## src/rtl/count_disp_pkg.sv

```systemverilog
// Shared types and constants for the count display scanner.
// No logic; state encoding, segment font and blanking code only.
// Imported by the scanner top and the segment decoder.
package count_disp_pkg;

  // Scan sequence: units lit, gap, tens lit, gap (gap before ON0 is the frame boundary).
  typedef enum logic [1:0] {
    ON0    = 2'd0,
    BLANK0 = 2'd1,
    ON1    = 2'd2,
    BLANK1 = 2'd3
  } disp_state_t;

  // Active-high segment font for digits 0-9, bit order {g,f,e,d,c,b,a}.
  localparam logic [6:0] SEG_CODE [0:9] = '{
    7'b0111111,  // 0
    7'b0000110,  // 1
    7'b1011011,  // 2
    7'b1001111,  // 3
    7'b1100110,  // 4
    7'b1101101,  // 5
    7'b1111101,  // 6
    7'b0000111,  // 7
    7'b1111111,  // 8
    7'b1101111   // 9
  };

  // Active-high "all segments dark".
  localparam logic [6:0] SEG_OFF = 7'b0000000;

  // True for the two states in which a digit is lit.
  function automatic logic is_on_state(input disp_state_t s);
    return (s == ON0) || (s == ON1);
  endfunction

endpackage

```

## src/rtl/seg7_decode.sv

```systemverilog
// Digit-to-segment decoder, active-high output, with a blank override.
// Purely combinational, zero cycles of latency.
// No flow control; out-of-range digits (10-15) decode dark.
module seg7_decode
  import count_disp_pkg::*;
(
  input  logic [3:0] digit,
  input  logic       blank,
  output logic [6:0] code
);

  // Look up the font unless the caller asks for a dark digit.
  always_comb begin
    code = SEG_OFF;
    if (!blank && (digit <= 4'd9)) begin
      code = SEG_CODE[digit];
    end
  end

endmodule

```

## src/rtl/count_seg_scanner.sv

```systemverilog
// Shows a 4-bit count as two decimal digits on a multiplexed 2-digit 7-seg display.
// an/seg are registered from the next-state decode: they change on the same edge as the state.
// No backpressure; count_in/hold are sampled only on the frame boundary (BLANK1 -> ON0).
module count_seg_scanner
  import count_disp_pkg::*;
#(
  parameter int REFRESH_DIV    = 50000,
  parameter int BLANK_CYC      = 16,
  parameter int SEG_ACTIVE_LOW = 1,
  parameter int LZ_BLANK       = 1
) (
  input  logic       clk,
  input  logic       clear,
  input  logic [3:0] count_in,
  input  logic       hold,
  output logic [6:0] seg,
  output logic [1:0] an,
  output logic       frame_done
);

  // Phase counter must reach the larger of the two dwell lengths minus one.
  localparam int MAX_DWELL = (REFRESH_DIV > BLANK_CYC) ? REFRESH_DIV : BLANK_CYC;
  localparam int CW        = $clog2(MAX_DWELL);

  localparam logic [CW-1:0] ON_LAST    = CW'(REFRESH_DIV - 1);
  localparam logic [CW-1:0] BLANK_LAST = CW'(BLANK_CYC - 1);

  // Physical "all dark" level on the segment pins.
  localparam logic [6:0] SEG_DARK = (SEG_ACTIVE_LOW != 0) ? ~SEG_OFF : SEG_OFF;

  disp_state_t   state;
  disp_state_t   state_nxt;
  logic [CW-1:0] phase_cnt;
  logic          phase_end;
  logic          boundary;

  logic [3:0]    snapshot;
  logic [3:0]    snap_nxt;
  logic          tens_nxt;
  logic [3:0]    units_nxt;

  logic [3:0]    dec_digit;
  logic          dec_blank;
  logic [6:0]    dec_code;
  logic [1:0]    an_nxt;
  logic [6:0]    seg_nxt;

  // State register and phase counter; the counter restarts on every state change.
  always_ff @(posedge clk or posedge clear) begin
    if (clear) begin
      state     <= BLANK1;
      phase_cnt <= '0;
    end else begin
      state <= state_nxt;
      if (state_nxt != state) begin
        phase_cnt <= '0;
      end else begin
        phase_cnt <= phase_cnt + CW'(1);
      end
    end
  end

  // Next-state: leave each state when its dwell length has elapsed.
  always_comb begin
    phase_end = is_on_state(state) ? (phase_cnt == ON_LAST) : (phase_cnt == BLANK_LAST);
    state_nxt = state;
    case (state)
      ON0:     if (phase_end) state_nxt = BLANK0;
      BLANK0:  if (phase_end) state_nxt = ON1;
      ON1:     if (phase_end) state_nxt = BLANK1;
      BLANK1:  if (phase_end) state_nxt = ON0;
      default: state_nxt = BLANK1;
    endcase
    boundary = (state == BLANK1) && phase_end;
  end

  // Value to be displayed from the next edge on; the units digit lit on the
  // boundary edge must already reflect the freshly captured count.
  always_comb begin
    snap_nxt  = (boundary && !hold) ? count_in : snapshot;
    tens_nxt  = (snap_nxt >= 4'd10);
    units_nxt = tens_nxt ? (snap_nxt - 4'd10) : snap_nxt;
  end

  // Output decode from the next state: which digit to light and what to show on it.
  always_comb begin
    an_nxt    = 2'b11;
    dec_digit = units_nxt;
    dec_blank = 1'b1;
    case (state_nxt)
      ON0: begin
        an_nxt    = 2'b10;
        dec_digit = units_nxt;
        dec_blank = 1'b0;
      end
      ON1: begin
        an_nxt    = 2'b01;
        dec_digit = {3'b000, tens_nxt};
        dec_blank = (LZ_BLANK != 0) && !tens_nxt;
      end
      default: begin
        an_nxt    = 2'b11;
        dec_blank = 1'b1;
      end
    endcase
  end

  seg7_decode u_decode (
    .digit (dec_digit),
    .blank (dec_blank),
    .code  (dec_code)
  );

  // Apply pin polarity after the shared decoder.
  always_comb begin
    seg_nxt = (SEG_ACTIVE_LOW != 0) ? ~dec_code : dec_code;
  end

  // Snapshot and registered display outputs; the frame pulse marks the boundary edge.
  always_ff @(posedge clk or posedge clear) begin
    if (clear) begin
      snapshot   <= 4'd0;
      an         <= 2'b11;
      seg        <= SEG_DARK;
      frame_done <= 1'b0;
    end else begin
      snapshot   <= snap_nxt;
      an         <= an_nxt;
      seg        <= seg_nxt;
      frame_done <= boundary;
    end
  end

endmodule

```

## config.mk

```make
export PLATFORM = sky130hd
export DESIGN_NAME = count_seg_scanner
export DESIGN_NICKNAME = d
export VERILOG_FILES = /design/src/rtl/count_disp_pkg.sv /design/src/rtl/seg7_decode.sv /design/src/rtl/count_seg_scanner.sv
export SDC_FILE = /design/constraint.sdc
export NUM_CORES = 1
export LEC_CHECK = 0
export BUFFER_PORTS_ARGS = -buffer_cell sky130_fd_sc_hd__buf_4
export CAP_MARGIN = 5
export CORE_MARGIN = 4
export CORE_UTILIZATION = 58
export CTS_CLUSTER_SIZE = 30
export DETAILED_ROUTE_END_ITERATION = 8
export GPL_TIMING_DRIVEN = 0
export PLACE_DENSITY = 0.78
export RECOVER_POWER = 25
export SLEW_MARGIN = 20
export SYNTH_ARGS = -nofsm -noshare
export SYNTH_HDL_FRONTEND = slang
export SYNTH_SLANG_ARGS = --single-unit
```

## constraint.sdc

```tcl
create_clock -name clk -period 3.18 [get_ports clk]
set_input_delay 0.318 -clock clk [delete_from_list [all_inputs] [get_ports clk]]
set_output_delay 0.318 -clock clk [all_outputs]
set_load 0.005 [all_outputs]
```

* Yosys cells after proc, flatten, opt, wreduce, memory -nomap -nowiden *
Memory sizes are Yosys's and may differ from the RTL's.
Index checks and enable logic that the tools add are counted.

word-level totals
  register bits = 32
  memory bits (read-only) = 112
  input port bits = 7
  output and inout bits = 10
  word-level logic and storage cells = 45
  memories = 1

cells by class
  add/sub/neg operators = 2
  order comparisons = 3
  equal/unequal tests = 7
  muxes and demuxes = 15
  bitwise gates (word level) = 2
  reduce and logical (&&, ||, !) cells = 9

memories
  name             words  bits a word  rd ports  clocked after Yosys merged registers in  write ports  RTL line           RTL
  (no name shown)  16     7            1         0                                        0            seg7_decode.sv:16  code = SEG_CODE[digit];

operator list
  operator                 count
  $mux W7                  3
  $add A16 B1 Y16 const B  1
  $eq A16 B16 Y1 const B   1
  $eq A16 B4 Y1 const B    1
  $mux W16                 1
  $mux W4                  3
  $mux W2                  4
  $pmux W2 S4              1
  $not A7 Y7               1
  $eq A2 B2 Y1 const B     3
  $ge A5 B5 Y1 const B     1
  $not A4 Y5               1
  $ge A4 B4 Y1 const B     1
  $le A4 B4 Y1 const B     1
  $logic_not A2 Y1         2
  $pmux W2 S2              1
  $sub A4 B4 Y4 const B    1
  $logic_and A1 B1 Y1      3
  $logic_not A1 Y1         3
  $eq A2 B1 Y1 const B     1
  $ne A2 B2 Y1             1
  $pmux W1 S2              1
  $logic_or A1 B1 Y1       1
  $mux W1                  1

* Longest topological paths before layout *
  depth after elaboration = 15
  mapped depth = 11
  gate-level depth less buffers = 11

* Cells and area by module *
From an unflattened synthesis, not the netlist that was laid out.

second synthesis, totals
  cell total of the unflattened synthesis = 179
  area, all modules = 1789.2 µm²

by module, submodules not included
  module             instances  cells an instance  area an instance (µm²)  sequential area each (µm²)
  count_seg_scanner  1          149                1576.5                  814.5
  seg7_decode        1          30                 212.7                   0.0

* Worst setup path before layout *
No wires, ideal clock.

  kind = flip-flop to flip-flop
  start = register state[0]
  end = register seg[4]
  setup time = 0.098 ns
  arrival = 2.735 ns
  data required time = 3.082 ns
  setup slack = 0.347 ns
  stages on the path, launching flop included = 12
  period minus slack after synthesis = 2.833 ns
  cells stage by stage = dfstp_2 > buf_4 > xor2_1 > and4_2 > a21oi_2 > or2_2 > inv_1 > o311ai_0 > ha_1 > a211oi_1 > o31ai_4 > o311ai_1

between the ends
  word-level cells in the longest chain between the ends = 15
  elaborated cells between the ends (all ways) = 31
  those cells by class = add/sub (1); order compare (2); eq/ne (4); mux (13); bitwise (2); reduce/logical (8); memory (1)

ends and longest elaborated chain
  what                                              RTL line                                          RTL
  start, declared                                   count_seg_scanner.sv:31                           disp_state_t state;
  start signal, assigned                            count_seg_scanner.sv:54                           state <= state_nxt;
  $eq A2 B2 Y1 or $logic_not A2 Y1 (tied branches)  count_disp_pkg.sv:33, count_seg_scanner.sv:67
  $logic_or A1 B1 Y1                                count_disp_pkg.sv:33                              return (s == ON0) || (s == ON1);
  $mux W1                                           count_seg_scanner.sv:65                           phase_end = is_on_state(state) ? (phase_cnt == ON_LAST) : (phase_cnt == BLANK_LAST);
  $logic_and A1 B1 Y1                               count_seg_scanner.sv:74                           boundary = (state == BLANK1) && phase_end;
  $logic_and A1 B1 Y1                               count_seg_scanner.sv:80                           snap_nxt = (boundary && !hold) ? count_in : snapshot;
  $mux W4                                           count_seg_scanner.sv:80
  $sub A4 B4 Y4 or $ge A4 B4 Y1 (tied branches)     count_seg_scanner.sv:82, count_seg_scanner.sv:81
  $mux W4                                           count_seg_scanner.sv:82                           units_nxt = tens_nxt ? (snap_nxt - 4'd10) : snap_nxt;
  $mux W4                                           count_seg_scanner.sv:90                           case (state_nxt)
  $not A4 Y5 (not written as such)                  seg7_decode.sv:16
  $mem_v2 Z16 W7                                    n/a
  $mux W7 (not written as such) (2 in series)       seg7_decode.sv:16
  $mux W7 (*)                                       seg7_decode.sv:15                                 if (!blank && (digit <= 4'd9)) begin
  $not A7 Y7 (*)                                    count_seg_scanner.sv:116                          seg_nxt = (SEG_ACTIVE_LOW != 0) ? ~dec_code : dec_code;
  named net seg_nxt[4]                              count_seg_scanner.sv:46                           logic [6:0] seg_nxt;
  end signal, assigned                              count_seg_scanner.sv:129                          seg <= seg_nxt;
  end, declared                                     count_seg_scanner.sv:16                           output logic [6:0] seg,

The timed path passes the listed nets; every way through them passes the cells marked *. The select of a mux whose other input is x is not followed.

* Worst setup path after layout *
Same ends and word-level chain as after synthesis.

==> summary.md <==
| Metric | Value |
|---|---|
| Ant diodes | 0 |
| Placer Congestion | 0.913 |
| Tightest Hold Check Type | primary input to flop |
| Slew @ Worst Pin | 1.15 ns |
| #FFs+latches synth | 32 |
| Clock Power Share | 0.349 |
| Final Max Tran Viols | 0 |
| Final Net Count | 203 |
| Pin count of the biggest net entering global routing | 33 |
| Crit path DAT | 3.16 ns |
| Reg-to-reg startpoint | state[0]$_DFF_PP1_ |
| Post-route ant nets | 0 |
| Setup slack, reg-to-reg | 0.24 ns |
| Peak Freq | 340 MHz |
| Final clock skew | 0.0126 ns |
| Sequential area share after synthesis | 0.466 |
| Starting DRC count in detailed routing | 42 |
| Switching Share | 0.236 |
| CTS Buf Count | 5 |
| Vias post-DR | 1295 |
| Max capacitance violation total | 0 |
| Worst stage delay on the critical path | 0.54 ns |
| Remaining DRCs | 0 |
| Clock tree root driver cell | clkbuf_4 |
| # H-tree levels | 2 |
| Commonest non-fill, non-tap cell in the layout | dfrtp_1 |
| Area of the core | 2830 um^2 |
| First-pass GRT wire length | 5.89 mm |
| Power per standard cell area | 324 nW/um^2 |
| Final Hold Vio Count | 0 |
| Cells along the critical path | buf_4 > xor2_2 > and4_2 > a21oi_2 > or2_2 > inv_1 > o311ai_2 > ha_1 > a211oi_2 > o31ai_4 > o311ai_1 |
| EDFF count, synth | 0 |
| Starting Density | 0.618 |
| Crit-path slowest cell | dfstp_2 |
| FF-to-FF End | seg[4]$_DFF_PP1_ |
| WHS Path Cells | 2 |
| # IOs | 17 |
| Post-Syn Instances | 166 |
| Initial antenna violation count | 0 |
| Largest fanout on the critical path | 8 |
| Avg WL per Cell | 15.1 um |
| Post-CTS Hold Buffers | 0 |
| CTS Sinks | 32 |
| Internal power | 499 uW |
| Clock Path Buffers | 2 |
| Share of layout cells above drive strength 1 | 0.300 |
| Placed Area | 1910 um^2 |
| Ys flop type | dfrtp_1 |
| Post-DR vias/cell | 5.86 |
| Setup TNS | 0 ns |
| Post-DP HPWL | 2.36 mm |
| Filler cells | 198 |
| NetSw | 154 uW |
| Setup repair after global routing missed its margin | false |
| Status | finished clean |
| Final Critical Period | 2.94 ns |
| Relative slew slack | 0.236 |
| Fin area | 2010 um^2 |
| Synth Warn # | 0 |
| Worst Setup EP | seg[4]$_DFF_PP1_ |
| Layout area overhead | 15.1% |
| Crit path max-delay family | compound AO/OA/AOI/OAI gates |
| Peak VDD IR | 0.332 mV |
| DIE WIDTH | 62.9 um |
| Port Buffers | 16 |
| Total congestion overflow | 0 |
| CP endpoint kind | flop |
| Syn_nets | 180 |
| Die area | 3960 um^2 |
| GRT Overall Usage | 0.187 |
| Worst skew pair latency | 0.34 ns |
| Setup violators final | 0 |
| Detailed Routing Iterations Pass 1 | 4 |
| Routed wire length | 3.34 mm |
| Worst-path clk slew | 0.11 ns |
| Rows | 19 |
| WS Path Type | flop to flop |
| Final period util | 0.924 |
| CTS tree | yes |
| Syn avg cell area | 10.5 um^2 |
| Post-Syn Area | 1750 um^2 |
| Number of global-route vias before repair | 1338 |
| Die height | 62.9 um |
| Final core utilization | 0.711 |
| Gate power share | 0.027 |
| Hold Worst Slack | 0.245 ns |
| Synth cell types | 42 |
| Reg2reg path depth | 11 |
| Worst EP required | 3.41 ns |
| Fraction of registers with async set/reset | 1.00 |
| Leak | 0.000876 uW |
| Flop pwr share | 0.624 |
| CP bufs+invs | 2 |
| Total power | 653 uW |
| Setup crit start | state[0]$_DFF_PP1_ |
| Startpoint Class | flop |
| Stages on worst setup path | 11 |
| Commonest cells after routing, fill and taps aside | 21 x dfrtp_1, 16 x buf_4, 15 x nand2_1 |
==> metal layers <==
layer	track usage	up-vias	wire length, um
li1	-	627	-
met1	0.244	627	1610
met2	0.294	34	1540
met3	0.0540	7	150
met4	0.0716	0	51
met5	0	-	0
==> repair_timing <==
item / CTS / global route
setup endpoints to repair: 7 / 7
gates resized for setup: 1 / 9
buffers inserted: 0 / 0
endpoints found under the hold margin: 0 / 0
==> power by group through the flow <==
stage	combinational, uW	clock (uW)	sequential, uW
after floorplan	8.06	0	415
after global placement	17.6	0	415
after detailed placement	18.4	0	415
after CTS	18.4	234	407
after global routing	20.4	262	408
final	17.5	228	407
==> Yosys cell counts (all sizes together), types with 2 or more instances <==
cell	count	area, um^2
a211oi	3	35.0
a21oi	3	18.8
and2	3	18.8
and3	6	38.8
and4	3	27.5
dfrtp	21	526
dfstp	11	289
ha	7	87.6
inv	5	18.8
mux2	3	33.8
mux2i	2	20.0
nand2	15	56.3
nand2b	3	18.8
nand3	12	60.1
nor2	15	56.3
nor2b	4	25.0
nor3	3	15.0
nor4	3	55.1
o211ai	2	15.0
o21ai	12	60.1
o311ai	2	17.5
xnor2	7	61.3
xor2	9	78.8
==> cells by family (layout without fill, tap and decap cells) <==
| logic type | Yosys count | count (layout) | share of synthesized area |
|---|---|---|---|
| compound gates | 27 | 27 | 0.118 |
| xor+xnor | 16 | 16 | 0.0802 |
| fa+ha+maj | 7 | 7 | 0.0501 |
| buf+inv | 7 | 31 | 0.0172 |
| flops | 32 | 32 | 0.466 |
| mux | 5 | 5 | 0.0308 |
| simple gates | 72 | 72 | 0.238 |
==> flip-flops by register name (all words and copies together) (netlist names) <==
| signal | count |
|---|---|
| snapshot | 4 |
| an | 2 |
| frame_done | 1 |
| seg | 7 |
| phase_cnt | 16 |
| state | 2 |
==> area by class of cell <==
cell class | count | area [um^2] | share of cell area
buffer | 2 | 11.3 | 0.00560
clock buffer | 6 | 41.3 | 0.0205
clock inverter | 2 | 12.5 | 0.00622
inverter | 5 | 18.8 | 0.00933
multi-input combinational | 127 | 955 | 0.475
sequential | 32 | 815 | 0.405
tap | 31 | 38.8 | 0.0193
timing repair buffer | 16 | 120 | 0.0597
==> through the flow <==
stage	worst slack, ns	std cells
after floorplan	0.347	166
after global placement	0.0750	213
after detailed placement	-0.00623	213
after CTS	0.0166	221
after global routing	0.0350	221
final	0.242	221
==> worst min-delay path by stage <==
stage / startpoint / endpoint
global placement: phase_cnt[13]$_DFF_PP0_ / phase_cnt[13]$_DFF_PP0_
floorplan: clear / frame_done$_DFF_PP0_
CTS: clear / phase_cnt[14]$_DFF_PP0_
global route: count_in[1] / snapshot[1]$_DFF_PP0_
finish: count_in[1] / snapshot[1]$_DFF_PP0_
detailed placement: clear / phase_cnt[13]$_DFF_PP0_
Note: power is estimated with default switching activity, not from simulation.
